<file path="src/rtl/demux_rr_dispatch.sv">
// Round-robin demultiplexer: steers each accepted upstream word into one of four
// per-channel holding registers, skipping disabled or still-full channels.
module demux_rr_dispatch #(
    parameter int DATA_W = 8
) (
    input  logic                clk,
    input  logic                rst,
    input  logic                in_valid,
    input  logic [DATA_W-1:0]   in_data,
    output logic                in_ready,
    input  logic [3:0]          ch_en,
    output logic [3:0]          out_valid,
    input  logic [3:0]          out_ready,
    output logic [4*DATA_W-1:0] out_data,
    output logic                sel0,
    output logic                sel1,
    output logic                grant_vld,
    output logic [15:0]         disp_cnt
);

    logic [3:0]             full_q, full_d;
    logic [3:0][DATA_W-1:0] data_q, data_d;
    logic [1:0]             ptr_q, ptr_d;
    logic [15:0]            cnt_q, cnt_d;

    logic [3:0] eligible;
    logic [1:0] grant_idx;
    logic [1:0] cand;
    logic       found;

    // Eligibility uses start-of-cycle full flags only, so a same-cycle drain
    // never opens a channel for the word arriving in that cycle.
    assign eligible = ch_en & ~full_q;
    assign in_ready = |eligible;

    always_comb begin
        // NOTE: every always_comb output gets a default first so no path leaves it unassigned, which would infer a latch.
        grant_idx = ptr_q;
        found     = 1'b0;
        cand      = ptr_q;
        for (int i = 0; i < 4; i++) begin
            cand = ptr_q + 2'(i);
            if (!found && eligible[cand]) begin
                found     = 1'b1;
                grant_idx = cand;
            end
        end
    end

    assign grant_vld = in_valid & in_ready;
    assign {sel1, sel0} = in_ready ? grant_idx : ptr_q;

    always_comb begin
        full_d = full_q & ~(full_q & out_ready);
        data_d = data_q;
        ptr_d  = ptr_q;
        cnt_d  = cnt_q;
        if (grant_vld) begin
            full_d[grant_idx] = 1'b1;
            data_d[grant_idx] = in_data;
            ptr_d             = grant_idx + 2'd1;
            cnt_d             = cnt_q + 16'd1;
        end
    end

    // NOTE: holding registers are reset too, because out_data must read zero while rst is high.
    always_ff @(posedge clk or posedge rst) begin
        if (rst) begin
            full_q <= '0;
            data_q <= '0;
            ptr_q  <= '0;
            cnt_q  <= '0;
        end else begin
            // NOTE: sequential state uses non-blocking assignments so all registers update together at the edge.
            full_q <= full_d;
            data_q <= data_d;
            ptr_q  <= ptr_d;
            cnt_q  <= cnt_d;
        end
    end

    assign out_valid = full_q;
    assign out_data  = data_q;
    assign disp_cnt  = cnt_q;

endmodule

</file>
<file path="config.mk">
export PLATFORM = sky130hd
export DESIGN_NAME = demux_rr_dispatch
export DESIGN_NICKNAME = d
export VERILOG_FILES = /design/src/rtl/demux_rr_dispatch.sv
export SDC_FILE = /design/constraint.sdc
export NUM_CORES = 1
export LEC_CHECK = 0
export CAP_MARGIN = 10
export CORE_ASPECT_RATIO = 2
export CORE_UTILIZATION = 45
export CTS_BUF_LIST = sky130_fd_sc_hd__clkbuf_16
export CTS_CLUSTER_DIAMETER = 60
export DETAILED_ROUTE_END_ITERATION = 7
export PLACE_DENSITY = 0.82
export SYNTH_ARGS = -nofsm -noshare
export SYNTH_HDL_FRONTEND = slang
export SYNTH_SLANG_ARGS = --single-unit
export TNS_END_PERCENT = 50
</file>
<file path="constraint.sdc">
create_clock -name clk -period 2.6 [get_ports clk]
set_input_delay 0.26 -clock clk [delete_from_list [all_inputs] [get_ports clk]]
set_output_delay 0.26 -clock clk [all_outputs]
set_load 0.01 [all_outputs]
</file>
Yosys cells after proc, flatten, opt, wreduce, memory -nomap -nowiden
Cells that the tools add are included.
W data, S select, Z words.
{"block": "totals", "elab_cells": 54, "regBits": 54}
{"block": "op_classes", "n_bitwise": 7, "add_sub_neg": 5, "reduce_logical": 8, "order_cmp": 6, "muxes": 21}
{"cell": "$bwmux W32", "count": 1}
{"cell": "$add A16 B1 Y16 const B", "count": 1}
{"cell": "$demux W8 S2", "count": 1}
{"cell": "$lt A2 B3 Y1 const B", "count": 5}
{"cell": "$and A4 B4 Y4", "count": 3}
{"cell": "$bmux W1 S2", "count": 4}
{"cell": "$mux W1", "count": 8}
{"cell": "$mux W2", "count": 4}
{"cell": "$mux W8", "count": 1}
{"cell": "$not A4 Y4", "count": 2}
{"cell": "$add A2 B1 Y2 const B", "count": 2}
{"cell": "$add A2 B2 Y2 const B", "count": 2}
{"cell": "$logic_and A1 B1 Y1", "count": 4}
{"cell": "$mux W4", "count": 1}
{"cell": "$or A4 B4 Y4", "count": 1}
{"cell": "$reduce_or A4 Y1", "count": 1}
{"cell": "$logic_not A1 Y1", "count": 3}
{"cell": "$demux W1 S2", "count": 1}
{"cell": "$ge A2 B1 Y1 const B", "count": 1}
{"cell": "$and A1 B1 Y1", "count": 1}

Logic depth before layout (Yosys ltp)
Gate-level depths: netlist of the first run.
{"block": "logic_depth", "word_depth": 20, "depth_mapped": 9}

Worst setup path before layout of the first run
Ideal clock, no wire load.
{"block": "synth_timing", "path_type": "flip-flop to flip-flop", "from": "register full_q[2], in the netlist out_valid[2]", "to": "register data_q, in the netlist out_data[0]", "period_less_slack_ps": 1995, "stages_incl_launch_ff": 10, "slack_ps": 605, "t_required_ps": 2472, "n_path_buf": 1, "t_arrival_ps": 1868, "path_cell_list": "dfrtp_1 -> nand2b_1 -> buf_6 -> o21ai_0 -> a22oi_1 -> a21oi_1 -> a21oi_1 -> ha_1 -> nand2_2 -> mux2_1"}
{"block": "synth_via", "elab_chain_len": 19, "elab_cells_between_ends": 30, "classes_between": "order compare (2); mux (17); bitwise (3); reduce/logical (8)"}
{"item": "start: declaration", "line_no": "21", "rtl": "logic [3:0] full_q, full_d;"}
{"item": "start signal: assignment", "line_no": "75", "rtl": "full_q <= full_d;"}
{"item": "$not A4 Y4 *", "line_no": "33", "rtl": "assign eligible = ch_en & ~full_q;"}
{"item": "$and A4 B4 Y4 *", "line_no": "33"}
{"item": "$bmux W1 S2", "line_no": "43", "rtl": "if (!found && eligible[cand]) begin"}
{"item": "$mux W1 (not written as such)", "line_no": "43"}
{"item": "$mux W1", "line_no": "43"}
{"item": "$logic_not A1 Y1", "line_no": "43"}
{"item": "$logic_and A1 B1 Y1", "line_no": "43"}
{"item": "$mux W1", "line_no": "43"}
{"item": "[3 not listed]"}
{"item": "$logic_not A1 Y1", "line_no": "43"}
{"item": "$logic_and A1 B1 Y1", "line_no": "43"}
{"item": "$mux W2", "line_no": "43"}
{"item": "$lt A2 B3 Y1 (not written as such) or $ge A2 B1 Y1 (tied branches)", "line_no": "60", "rtl": "data_d[grant_idx] = in_data;"}
{"item": "$logic_and A1 B1 Y1 (not written as such)", "line_no": "60"}
{"item": "$mux W8 (not written as such)", "line_no": "60"}
{"item": "$demux W8 S2", "line_no": "60"}
{"item": "$bwmux W32", "line_no": "60"}
{"item": "end signal: assignment", "line_no": "76", "rtl": "data_q <= data_d;"}
{"item": "end: declaration", "line_no": "22", "rtl": "logic [3:0][DATA_W-1:0] data_q, data_d;"}
Mark *: on every way between the ends. The rest lies on a longest branch, timed or not. The select of a mux whose other input is x is not followed.
A chain may end at the register's enable or synchronous reset.

Worst setup path in the final report of the first run
{"block": "layout_timing", "from": "register full_q[2], in the netlist out_valid[2]", "to": "output sel1"}
{"block": "layout_via", "elab_chain_len": 15, "elab_cells_between_ends": 24, "classes_between": "mux (15); bitwise (2); reduce/logical (7)"}
{"item": "$not A4 Y4 *", "line_no": "33"}
{"item": "$and A4 B4 Y4 *", "line_no": "33"}
{"item": "$bmux W1 S2", "line_no": "43"}
{"item": "$mux W1 (not written as such)", "line_no": "43"}
{"item": "$mux W1", "line_no": "43"}
{"item": "$logic_not A1 Y1", "line_no": "43"}
{"item": "$logic_and A1 B1 Y1", "line_no": "43"}
{"item": "$mux W1", "line_no": "43"}
{"item": "$logic_not A1 Y1", "line_no": "43"}
{"item": "$logic_and A1 B1 Y1", "line_no": "43"}
{"item": "$mux W1", "line_no": "43"}
{"item": "$logic_not A1 Y1", "line_no": "43"}
{"item": "$logic_and A1 B1 Y1", "line_no": "43"}
{"item": "$mux W2", "line_no": "43"}
{"item": "$mux W2 *", "line_no": "51", "rtl": "assign {sel1, sel0} = in_ready ? grant_idx : ptr_q;"}
{"item": "end: declaration", "line_no": "16", "rtl": "output logic sel1,"}
Marked as above.

==> impl_metrics.env, run 1 <==
export IMPL_status="completed"
export IMPL_drv_slew=0
export IMPL_rsz0062_at_grt="no"
export IMPL_numCtsBuffers=5
export IMPL_antenna_cells=0
export IMPL_row_count=36
export IMPL_clk_pin_slew_ps=60
export IMPL_grt_usage=0.211
export IMPL_synth_compound_area_share=0.0485
export IMPL_final_period_utilization=0.918
export IMPL_die_y_um=104
export IMPL_required_ps=2340
export IMPL_synthMuxAreaShare=0.153
export IMPL_syn_area_mm2=0.00235
export IMPL_cap_violations=0
export IMPL_port_buffers=74
export IMPL_leakagePower_nw=1.42
export IMPL_syn_nets=209
export IMPL_skew_ps=6.38
export IMPL_die_w_um=53.1
export IMPL_layout_drive_gt1_share=0.0677
export IMPL_coreArea_mm2=0.00495
export IMPL_synth_flop_cell="dfrtp_1"
export IMPL_crit_path_max_fanout=8
export IMPL_setup_viol=0
export IMPL_mostFrequentLayoutCells="clkdlybuf4s50_1 (74), dfrtp_1 (54), mux2_1 (32), nand2_1 (14), xnor2_1 (10)"
export IMPL_critPathKind="reg -> out"
export IMPL_ff2ff_path_depth=8
export IMPL_cts_tree="yes"
export IMPL_start_util=0.474
export IMPL_h_tree_depth=2
export IMPL_multi_input_area_um2=946
export IMPL_gp_congestion=0.756
export IMPL_synth_edf_count=0
export IMPL_io_pins=75
export IMPL_fin_nets=290
export IMPL_r2r_slack_ps=360
export IMPL_gr_total_overflow=0
export IMPL_cts_hold_buf=0
export IMPL_period_needed_ps=2390
export IMPL_synth_xor_xnor_area_share=0.0559
export IMPL_synthSimpleGateAreaFrac=0.118
export IMPL_grt_first_pass_wirelength_um=8600
export IMPL_hp_class="in -> async"
export IMPL_grt_max_degree=30
export IMPL_synth_top_family_by_area="multiplexers"
export IMPL_cts_resized=0
export IMPL_cts_root_buf="clkbuf_16"
export IMPL_grt_pass1_vias=1821
export IMPL_avgSynthCellArea_um2=12.7
export IMPL_synth_distinct_cells=32
export IMPL_cp_data_arrival_time_ps=2130
export IMPL_routedWlPerCell_um=16.1
export IMPL_clkSinkCount=54
export IMPL_final_common_cell="clkdlybuf4s50_1"
export IMPL_clk_latency_ps=280
export IMPL_first_iter_violations=17
export IMPL_maxSlewHeadroom=0.598
export IMPL_ir_worst_vdd_uv=1010
export IMPL_regArea_mm2=0.00135
export IMPL_vias=1717
export IMPL_cts_max_path_buffers=2
export IMPL_yosys_warnings=0
export IMPL_fmax_mhz=419
export IMPL_powerDensity_mw_per_mm2=1120
export IMPL_vias_per_cell=5.32
export IMPL_ant_nets=0
export IMPL_dp_hpwl_um=3840
export IMPL_setup_worst_path_start_class="flip-flop"
export IMPL_seq_area_frac_synth=0.575
export IMPL_post_cts_buffers=0
export IMPL_ys_async_sr_fraction=1.00
export IMPL_wl_um=5210
export IMPL_postSynthCellCount=185
export IMPL_drt_pass1_iterations=4
export IMPL_cp_end_kind="primary output"
export IMPL_area_growth_pct=40.0
export IMPL_fillers=407
export IMPL_antenna_found_initial=0
export IMPL_hold_violations=0
export IMPL_worst_r2r_endpoint="out_data[8]$_DFFE_PP0P_"
export IMPL_finalSetupTns_ps=0
export IMPL_drc=0
export IMPL_ys_ff_latch=54
export IMPL_utilization=0.664
export IMPL_tightest_slew_ps=601
export IMPL_timing_rr_start="out_valid[2]$_DFF_PP0_"
export IMPL_synthAdderAreaFrac=0.0266
export IMPL_fp_dieArea_mm2=0.00553
## registers in the layout, indices dropped and copies added, names as in the netlist
register / count
out_valid: 4
disp_cnt: 16
out_data: 32
ptr_q: 2
## cell usage after synthesis (all sizes together), types with 2 or more instances
master | count | area share
xor2 | 5 | 0.019
nor3 | 3 | 0.011
a21oi | 4 | 0.0085
and2 | 3 | 0.0080
nand2 | 18 | 0.033
nand3 | 5 | 0.011
xnor2 | 10 | 0.037
inv | 7 | 0.011
o21ai | 8 | 0.017
buf | 2 | 0.0096
mux2 | 32 | 0.15
a21o | 2 | 0.0064
nand4 | 5 | 0.013
nor2 | 6 | 0.0096
ha | 5 | 0.027
dfrtp | 54 | 0.58
nand2b | 4 | 0.011
## how the worst max path moves through the flow
stage	endpoint	start	cells past startpoint	slack (ps)
finish	sel1	out_valid[2]$_DFF_PP0_	6	210
global route	sel1	out_valid[2]$_DFF_PP0_	6	110
CTS	sel1	out_valid[2]$_DFF_PP0_	6	210
detailed placement	out_data[11]$_DFFE_PP0P_	ch_en[2]	9	130
global placement	out_data[3]$_DFFE_PP0P_	ch_en[2]	9	210
floorplan	out_data[0]$_DFFE_PP0P_	out_valid[2]$_DFF_PP0_	9	600
## cell families after synthesis
family / after synthesis
simple gates: 50
compound gates: 19
xor+xnor: 15
buf+inv: 10
flops: 54
mux: 32
fa+ha+maj: 5
## metal layers
layer	up-vias	wire length, um	global-route usage
li1	804	-	-
met1	853	2000	0.238
met2	48	2860	0.363
met3	12	189	0.0380
met4	0	167	0.102
met5	-	0	0
## power breakdown
part / internal (mW) / switching, mW / leakage [nW] / total (mW)
Clock: 0.345 / 0.269 / 0.0723 / 0.614
Combinational: 0.947 / 0.685 / 0.688 / 1.63
Sequential: 1.19 / 0.256 / 0.659 / 1.45
## critical path, stage by stage, from the launching register on
cell and delay, ps:
dfrtp_1 380, nand2b_1 270, o21ai_0 210, a22oi_1 110
a21oi_1 220, a21o_1 130, clkdlybuf4s50_1 530
## metrics by stage
step	instances	total power [mW]	cell area (um2)	setup slack (ps)	hold slack [ps]
2_1_floorplan	185	2.18	2350	605	356
3_3_place_gp	316	3.06	3160	209	470
3_5_place_dp	316	3.10	3160	134	469
4_1_cts	323	3.73	3290	208	388
5_1_grt	323	3.91	3290	110	456
6_report	323	3.69	3290	213	366
## cell type report
type / instances / area share
flip-flops and latches: 54 / 0.411
multi-input cells: 121 / 0.287
clock buffers: 5 / 0.0380
repair buffers: 77 / 0.232
clock inverters: 2 / 0.00228
inverters: 7 / 0.00798
well taps: 57 / 0.0217
(Power assumes the default switching activity.)
==> run 2: changes to the inputs <==
- GPL_ROUTABILITY_DRIVEN: unset -> 0
==> results of run 2 <==
The final DEF is identical to that of run 1; final timing and power are the same.
